[src/rtl/mmio_serial_tx.sv]
// Memory-mapped serial transmitter: store words to TX_ADDR are queued in a
// 4-deep FIFO and shifted out LSB first inside a start/stop frame.
module mmio_serial_tx #(
    parameter int          CLKS_PER_BIT = 4,
    parameter logic [15:0] TX_ADDR      = 16'hFFF0,
    parameter logic [15:0] STAT_ADDR    = 16'hFFF1
) (
    input  logic        CLK,
    input  logic        RST_N,
    input  logic [15:0] Address,
    input  logic [15:0] WriteData,
    input  logic        MemWrite,
    input  logic        MemRead,
    output logic [15:0] ReadData,
    output logic        TxOut,
    output logic        Busy,
    output logic        Full
);

    typedef enum logic [1:0] {IDLE, START, DATA, STOP} state_t;

    localparam logic [15:0] BAUD_LAST = 16'(CLKS_PER_BIT - 1);

    state_t      state_q, state_d;
    logic [15:0] baud_q, baud_d;
    logic [3:0]  bit_q, bit_d;
    logic [15:0] shift_q, shift_d;
    logic        tx_q, tx_d;
    logic [2:0]  count_q, count_d;
    logic [1:0]  wr_ptr_q, wr_ptr_d;
    logic [1:0]  rd_ptr_q, rd_ptr_d;
    logic        ovf_q, ovf_d;
    logic [15:0] fifo_q [4];
    logic [15:0] fifo_d [4];

    logic        fifo_full;
    logic        wr_hit;
    logic        push;
    logic        pop;
    logic        baud_done;
    logic [15:0] status;

    assign fifo_full = (count_q == 3'd4);
    assign wr_hit    = MemWrite && (Address == TX_ADDR);
    assign push      = wr_hit && !fifo_full;
    assign baud_done = (baud_q == BAUD_LAST);

    // Transmit FSM; TxOut is the registered level of the current state.
    always_comb begin
        state_d = state_q;
        baud_d  = baud_q + 16'd1;
        bit_d   = bit_q;
        shift_d = shift_q;
        tx_d    = 1'b1;
        pop     = 1'b0;
        case (state_q)
            IDLE: begin
                baud_d = 16'd0;
                if (count_q != 3'd0) begin
                    pop     = 1'b1;
                    shift_d = fifo_q[rd_ptr_q];
                    state_d = START;
                end
            end
            START: begin
                tx_d = 1'b0;
                if (baud_done) begin
                    baud_d  = 16'd0;
                    bit_d   = 4'd0;
                    state_d = DATA;
                end
            end
            DATA: begin
                tx_d = shift_q[0];
                if (baud_done) begin
                    baud_d  = 16'd0;
                    shift_d = {1'b0, shift_q[15:1]};
                    if (bit_q == 4'd15) begin
                        state_d = STOP;
                    end else begin
                        bit_d = bit_q + 4'd1;
                    end
                end
            end
            STOP: begin
                tx_d = 1'b1;
                if (baud_done) begin
                    baud_d  = 16'd0;
                    state_d = IDLE;
                end
            end
            default: begin
                baud_d  = 16'd0;
                state_d = IDLE;
            end
        endcase
    end

    // FIFO bookkeeping; the full check uses the pre-edge count, so a pop at
    // the same edge never makes room for a push.
    always_comb begin
        fifo_d = fifo_q;
        if (push) begin
            fifo_d[wr_ptr_q] = WriteData;
        end
        wr_ptr_d = push ? wr_ptr_q + 2'd1 : wr_ptr_q;
        rd_ptr_d = pop  ? rd_ptr_q + 2'd1 : rd_ptr_q;
        case ({push, pop})
            2'b10:   count_d = count_q + 3'd1;
            2'b01:   count_d = count_q - 3'd1;
            default: count_d = count_q;
        endcase
        ovf_d = ovf_q;
        if (wr_hit && fifo_full) begin
            ovf_d = 1'b1;
        end else if (MemRead && (Address == STAT_ADDR)) begin
            ovf_d = 1'b0;
        end
    end

    always_ff @(posedge CLK or negedge RST_N) begin
        if (!RST_N) begin
            state_q  <= IDLE;
            baud_q   <= 16'd0;
            bit_q    <= 4'd0;
            tx_q     <= 1'b1;
            count_q  <= 3'd0;
            wr_ptr_q <= 2'd0;
            rd_ptr_q <= 2'd0;
            ovf_q    <= 1'b0;
        end else begin
            state_q  <= state_d;
            baud_q   <= baud_d;
            bit_q    <= bit_d;
            tx_q     <= tx_d;
            count_q  <= count_d;
            wr_ptr_q <= wr_ptr_d;
            rd_ptr_q <= rd_ptr_d;
            ovf_q    <= ovf_d;
        end
    end

    // Data storage needs no reset; it is only read behind valid control state.
    always_ff @(posedge CLK) begin
        fifo_q  <= fifo_d;
        shift_q <= shift_d;
    end

    assign Busy     = (state_q != IDLE) || (count_q != 3'd0);
    assign Full     = fifo_full;
    assign status   = {10'b0, count_q, ovf_q, fifo_full, Busy};
    assign ReadData = (Address == STAT_ADDR) ? status : 16'h0000;
    assign TxOut    = tx_q;

endmodule

[config.mk]
export PLATFORM = sky130hd
export DESIGN_NAME = mmio_serial_tx
export DESIGN_NICKNAME = d
export VERILOG_FILES = /design/src/rtl/mmio_serial_tx.sv
export SDC_FILE = /design/constraint.sdc
export NUM_CORES = 1
export LEC_CHECK = 0
export CAP_MARGIN = 20
export CORE_MARGIN = 3
export CORE_UTILIZATION = 30
export CTS_BUF_LIST = sky130_fd_sc_hd__clkbuf_8
export CTS_CLUSTER_DIAMETER = 80
export CTS_CLUSTER_SIZE = 20
export DETAILED_ROUTE_END_ITERATION = 10
export HOLD_SLACK_MARGIN = 0.03
export PLACE_DENSITY = 0.6
export SYNTH_ARGS = -nofsm -noshare
export SYNTH_HDL_FRONTEND = slang
export SYNTH_SLANG_ARGS = --single-unit
export TNS_END_PERCENT = 10
[constraint.sdc]
create_clock -name CLK -period 2.44 [get_ports CLK]
set_clock_uncertainty 0.05 [all_clocks]
set_input_delay 0.488 -clock CLK [delete_from_list [all_inputs] [get_ports CLK]]
set_output_delay 0.488 -clock CLK [all_outputs]
set_load 0.05 [all_outputs]
### Word level (Yosys, flattened, before mapping)

Index checks and enable logic that the tools add are counted.

| storage, ports and cells | value |
|---|---|
| flip-flop bits (word level) | 111 |
| word-level logic and storage cells | 86 |
| input port bits | 36 |
| output and inout bits | 19 |

| cells by class | value |
|---|---|
| mux-type cells | 28 |
| add/subtract/negate cells | 6 |
| order comparisons | 3 |
| bitwise logic cells | 2 |
| reductions and logical operators | 18 |
| equality and inequality tests | 16 |

Operators with widths:

| operator | number |
|---|---|
| two-way mux 16 bit | 6 |
| bitwise mux 64 bit | 1 |
| one-hot mux 16 bit (2 select lines) | 2 |
| binary-select mux 16 bit (select 2 bit) | 1 |
| demux 16 bit (select 2 bit) | 1 |
| == test 16 bit (second input constant) | 2 |
| adder 16 x 1 -> 16 bit (second input constant) | 1 |
| == test 16 x 2 -> 1 bit (second input constant) | 1 |
| two-way mux 4 bit | 3 |
| != test 2 bit (second input constant) | 6 |
| two-way mux 2 bit | 5 |
| nonzero test 2 bit | 5 |
| one-hot mux 2 bit (4 select lines) | 1 |
| one-hot mux 4 bit (2 select lines) | 1 |
| == test 2 bit (second input constant) | 3 |
| >= comparator 3 bit (second input constant) | 2 |
| two-way mux 6 bit | 1 |
| NOT 2 -> 3 bit | 2 |
| one-hot mux 3 bit (2 select lines) | 1 |
| logical AND 1 bit | 5 |
| AND reduction 5 bit | 1 |
| adder 2 x 1 -> 2 bit (second input constant) | 2 |
| adder 4 x 1 -> 4 bit (second input constant) | 1 |
| == test 2 x 1 -> 1 bit (second input constant) | 2 |
| other kinds (14) | 17 |

### Depth between registers and ports, before layout

| logic depth | value |
|---|---|
| depth after elaboration | 6 |
| mapped depth | 10 |
| mapped depth without buffers | 10 |

### Least setup slack after synthesis

OpenSTA, ideal clock, no wires.

| timing | value |
|---|---|
| path type | input to register |
| from | input port Address[1] |
| to | register count_q[1] |
| buffers on the path | 0 |
| stages | 8 |
| setup slack | -0.199 ns |
| library setup time | 0.083 ns |
| required time | 2.307 ns |
| arrival time | 2.506 ns |
| cells stage by stage | or4b_4 nor4_4 and4bb_4 inv_1 ha_1 inv_1 fa_1 o21ai_0 |

| on the way | value |
|---|---|
| word-level cells in the longest chain between the ends | 5 |
| elaborated cells between the ends (all ways) | 7 |
| those cells by class | eq/ne: 3; mux: 1; reduce/logical: 3 |

RTL lines:

| element | line | text |
|---|---|---|
| start, declared | 10 | `input logic [15:0] Address,` |
| == test 16 bit * | 44 | `assign wr_hit = MemWrite && (Address == TX_ADDR);` |
| logical AND 1 bit * | 44 |  |
| logical AND 1 bit * | 45 | `assign push = wr_hit && !fifo_full;` |
| == test 2 x 1 -> 1 bit or == test 2 bit (tied branches) | 108 | `case ({push, pop})` |
| one-hot mux 3 bit (2 select lines) or nonzero test 2 bit (tied branches) | n/a |  |
| end signal, assigned | 136 | `count_q <= count_d;` |
| end, declared | 29 | `logic [2:0] count_q, count_d;` |

Every way passes the cells marked *; elsewhere a longest branch is shown, timed or not.
A chain may end at the register's enable or synchronous reset.

### Worst setup path after layout

| timing | value |
|---|---|
| from | input port Address[1] |
| to | output port ReadData[4] |

| on the way | value |
|---|---|
| word-level cells in the longest chain between the ends | 2 |

RTL lines:

| element | line | text |
|---|---|---|
| == test 16 bit | 152 | `assign ReadData = (Address == STAT_ADDR) ? status : 16'h0000;` |
| two-way mux 6 bit | 152 |  |
| end, declared | 14 | `output logic [15:0] ReadData,` |

No other way between the ends.

==> results.yml <==
worst_hold_path:
  hold_class: "reg2reg"
  holdPathEnd: "baud_q[0]"
  worstHoldStart: "baud_q[0]"
  min_path_cells: 1
synth:
  ys_types: 47
  netlist_instances: 315
  syn_area_per_cell_sq_um: 15.50
  synth_seq_cells: 111
  synth_edf_count: 80
  async_flop_share: 0.2793
  ys_warn_count: 0
  synthFlopType: "edfxtp_1"
  synth-seq-area-share: 0.6510
  synth_area_sq_um: 4883
power_and_ir_drop:
  peakVddDrop_uv: 410.4
  finalPower_mw: 5.373
  p_leak_nw: 2.151
  powerDensity_nw_per_um2: 903.5
cts:
  cts-root-buf: "clkbuf_8"
  clk_pin_slew_ns: 0.10
  cts_inserted_buffers: 9
  clk_path_buf_depth: 2
  cts-htree-levels: 3
  clock_sinks: 111
  cts_tree: "built"
  hold_buffers: 0
  clk_latency_ns: 0.37
finish:
  diodes: 0
  final_cells: 595
  fin_nets: 423
  fillers: 1519
  syn2layout_area_growth_pct: 21.78
  mostFrequentLayoutCells: "edfxtp_1, dfrtp_1, clkdlybuf4s50_1"
  final_common_cell: "edfxtp_1"
  drive_gt1_frac: 0.2559
worst_setup_path:
  startpoint_type: "input port"
  worstSetupEndpointType: "output port"
  worstRegToRegCells: 10
  cp-startpoint: "Address[1]"
  critical_path_class: "in2out"
  rr_startpoint: "count_q[0]"
  cp.arrival_ns: 1.90
  cp_max_fo: 6
  reg2reg_to: "count_q[2]"
  cp.required_ns: 1.90
  r2r_slack_ns: 0.22
global_route:
  antenna_found_initial: 0
  grt_pass1_vias: 2911
  grt_pass1_wl_mm: 14.78
  grt_overflow: 0
  grtUsageTotal: 0.1055
  grt_max_degree: 32
routing:
  routed_wl_mm: 8.770
  via_per_inst: 4.620
  drt_first_pass_iters: 4
  antenna_left: 0
  drt-wirelength-per-cell_um: 14.74
  drc: 0
  drt_iter0_drc: 94
  vias: 2749
sta:
  drv_slew: 0
  period_needed_ns: 2.436
  timing.final.crit_share: 0.9982
  max_freq_mhz: 410.6
  finalWorstSetupSlack_ns: 0.004461
  hold_violations: 0
  setup_viol: 0
  rsz0062_at_grt: "yes"
outcome:
  status: "finished clean"
die:
  start_util: 0.3074
  coreArea_sq_um: 15890
  die_x_um: 133.6
  die_h_um: 133.6
  io_pins: 55
  die_area_sq_um: 17850
  rows: 46
flow_run:
  cap_violations: 0
placed_design:
  dpl.cell_count: 578
  io_buffers: 44
  place_hpwl_mm: 5.886
  routabilityCongestion: 0.7408
  post-place-ws_ns: -0.5254
## cells by family (layout without fill, tap and decap cells)
family	after synthesis	count (layout)	share of synthesized area
buffers and inverters	36	91	0.03612
other	1	10	0.0007679
AO/OA/AOI/OAI	21	21	0.02742
adder cells (fa/ha/maj)	13	13	0.03484
XOR/XNOR	18	18	0.03228
AND/OR/NAND/NOR	81	81	0.1017
flip-flops	111	111	0.6510
multiplexers	34	34	0.1158
## worst max-delay path by stage
| stage | endpoint | slack (ns) | cells past startpoint |
|---|---|---|---|
| 6_report | ReadData[4] | 0.004 | 6 |
| 5_1_grt | ReadData[4] | -0.06 | 6 |
| 4_1_cts | ReadData[4] | 0.01 | 6 |
| 3_5_place_dp | count_q[1] | -0.53 | 9 |
| 3_3_place_gp | count_q[1] | -0.45 | 9 |
| 2_1_floorplan | count_q[1] | -0.12 | 8 |
## cell usage after synthesis (all sizes together) (8+ instances only)
library cell,number,share of area
edfxtp,80,0.49
buf,13,0.018
mux4,16,0.074
dfrtp,30,0.15
and3,9,0.013
clkbuf,8,0.0061
mux2,17,0.040
ha,12,0.031
xor2,9,0.016
nor2,18,0.014
nand4,9,0.012
inv,15,0.012
xnor2,9,0.016
## final cells by class
type / count / area [sq um] / share of cell area
clock buffers: 9 / 123.9 / 0.02083
clock inverters: 7 / 71.32 / 0.01199
inverters: 15 / 56.30 / 0.009468
multi-input cells: 177 / 1599 / 0.2689
flip-flops and latches: 111 / 3179 / 0.5346
well taps: 216 / 270.3 / 0.04544
repair buffers: 60 / 646.9 / 0.1088
## power by group
group | internal [mW] | leakage, nW | total [mW] | switching (mW)
Combinational | 0.833 | 0.921 | 1.76 | 0.925
Sequential | 2.40 | 1.13 | 2.54 | 0.145
Clock | 0.404 | 0.100 | 1.07 | 0.666
## worst max-delay path, cell delays in order
cell	delay, ns
buf_6	0.09
or4b_4	0.54
nor4_4	0.27
buf_4	0.18
and3_4	0.20
buf_12	0.13
## timing repair
item	4_1_cts	5_1_grt
setup endpoints to repair	8	8
buffers inserted	1	0
pin swaps	3	5
resized for setup	21	7
endpoints found under the hold margin	0	0
## stage by stage
step                        util  cell area, sq um  hold slack (ns)  TNS (ns)
after CTS                 0.3737              5937           0.4420         0
final                     0.3744              5947           0.4437         0
after global placement    0.3607              5729           0.4283    -21.54
after floorplan                -              4921           0.1424   -0.2454
after global routing      0.3744              5947           0.4811   -0.3558
after detailed placement  0.3607              5729           0.4278    -24.12
## flip-flops by register name, indices dropped and copies added, names as in the netlist
name,flops
baud_q,16
rd_ptr_q,2
bit_q,4
fifo_q,64
state_q,2
TxOut,1
count_q,3
shift_q,16
wr_ptr_q,2
ovf_q,1
## layer usage
layer,routed length [um],up-vias,part of all wire,GRT usage
li1,-,1275,-,-
met1,3772,1420,0.43,0.1237
met2,4643,48,0.53,0.1896
met4,70,0,0.0080,0.03771
met3,285,6,0.032,0.02417
met5,0,-,0,0
Power figures use the tool's default switching activity.
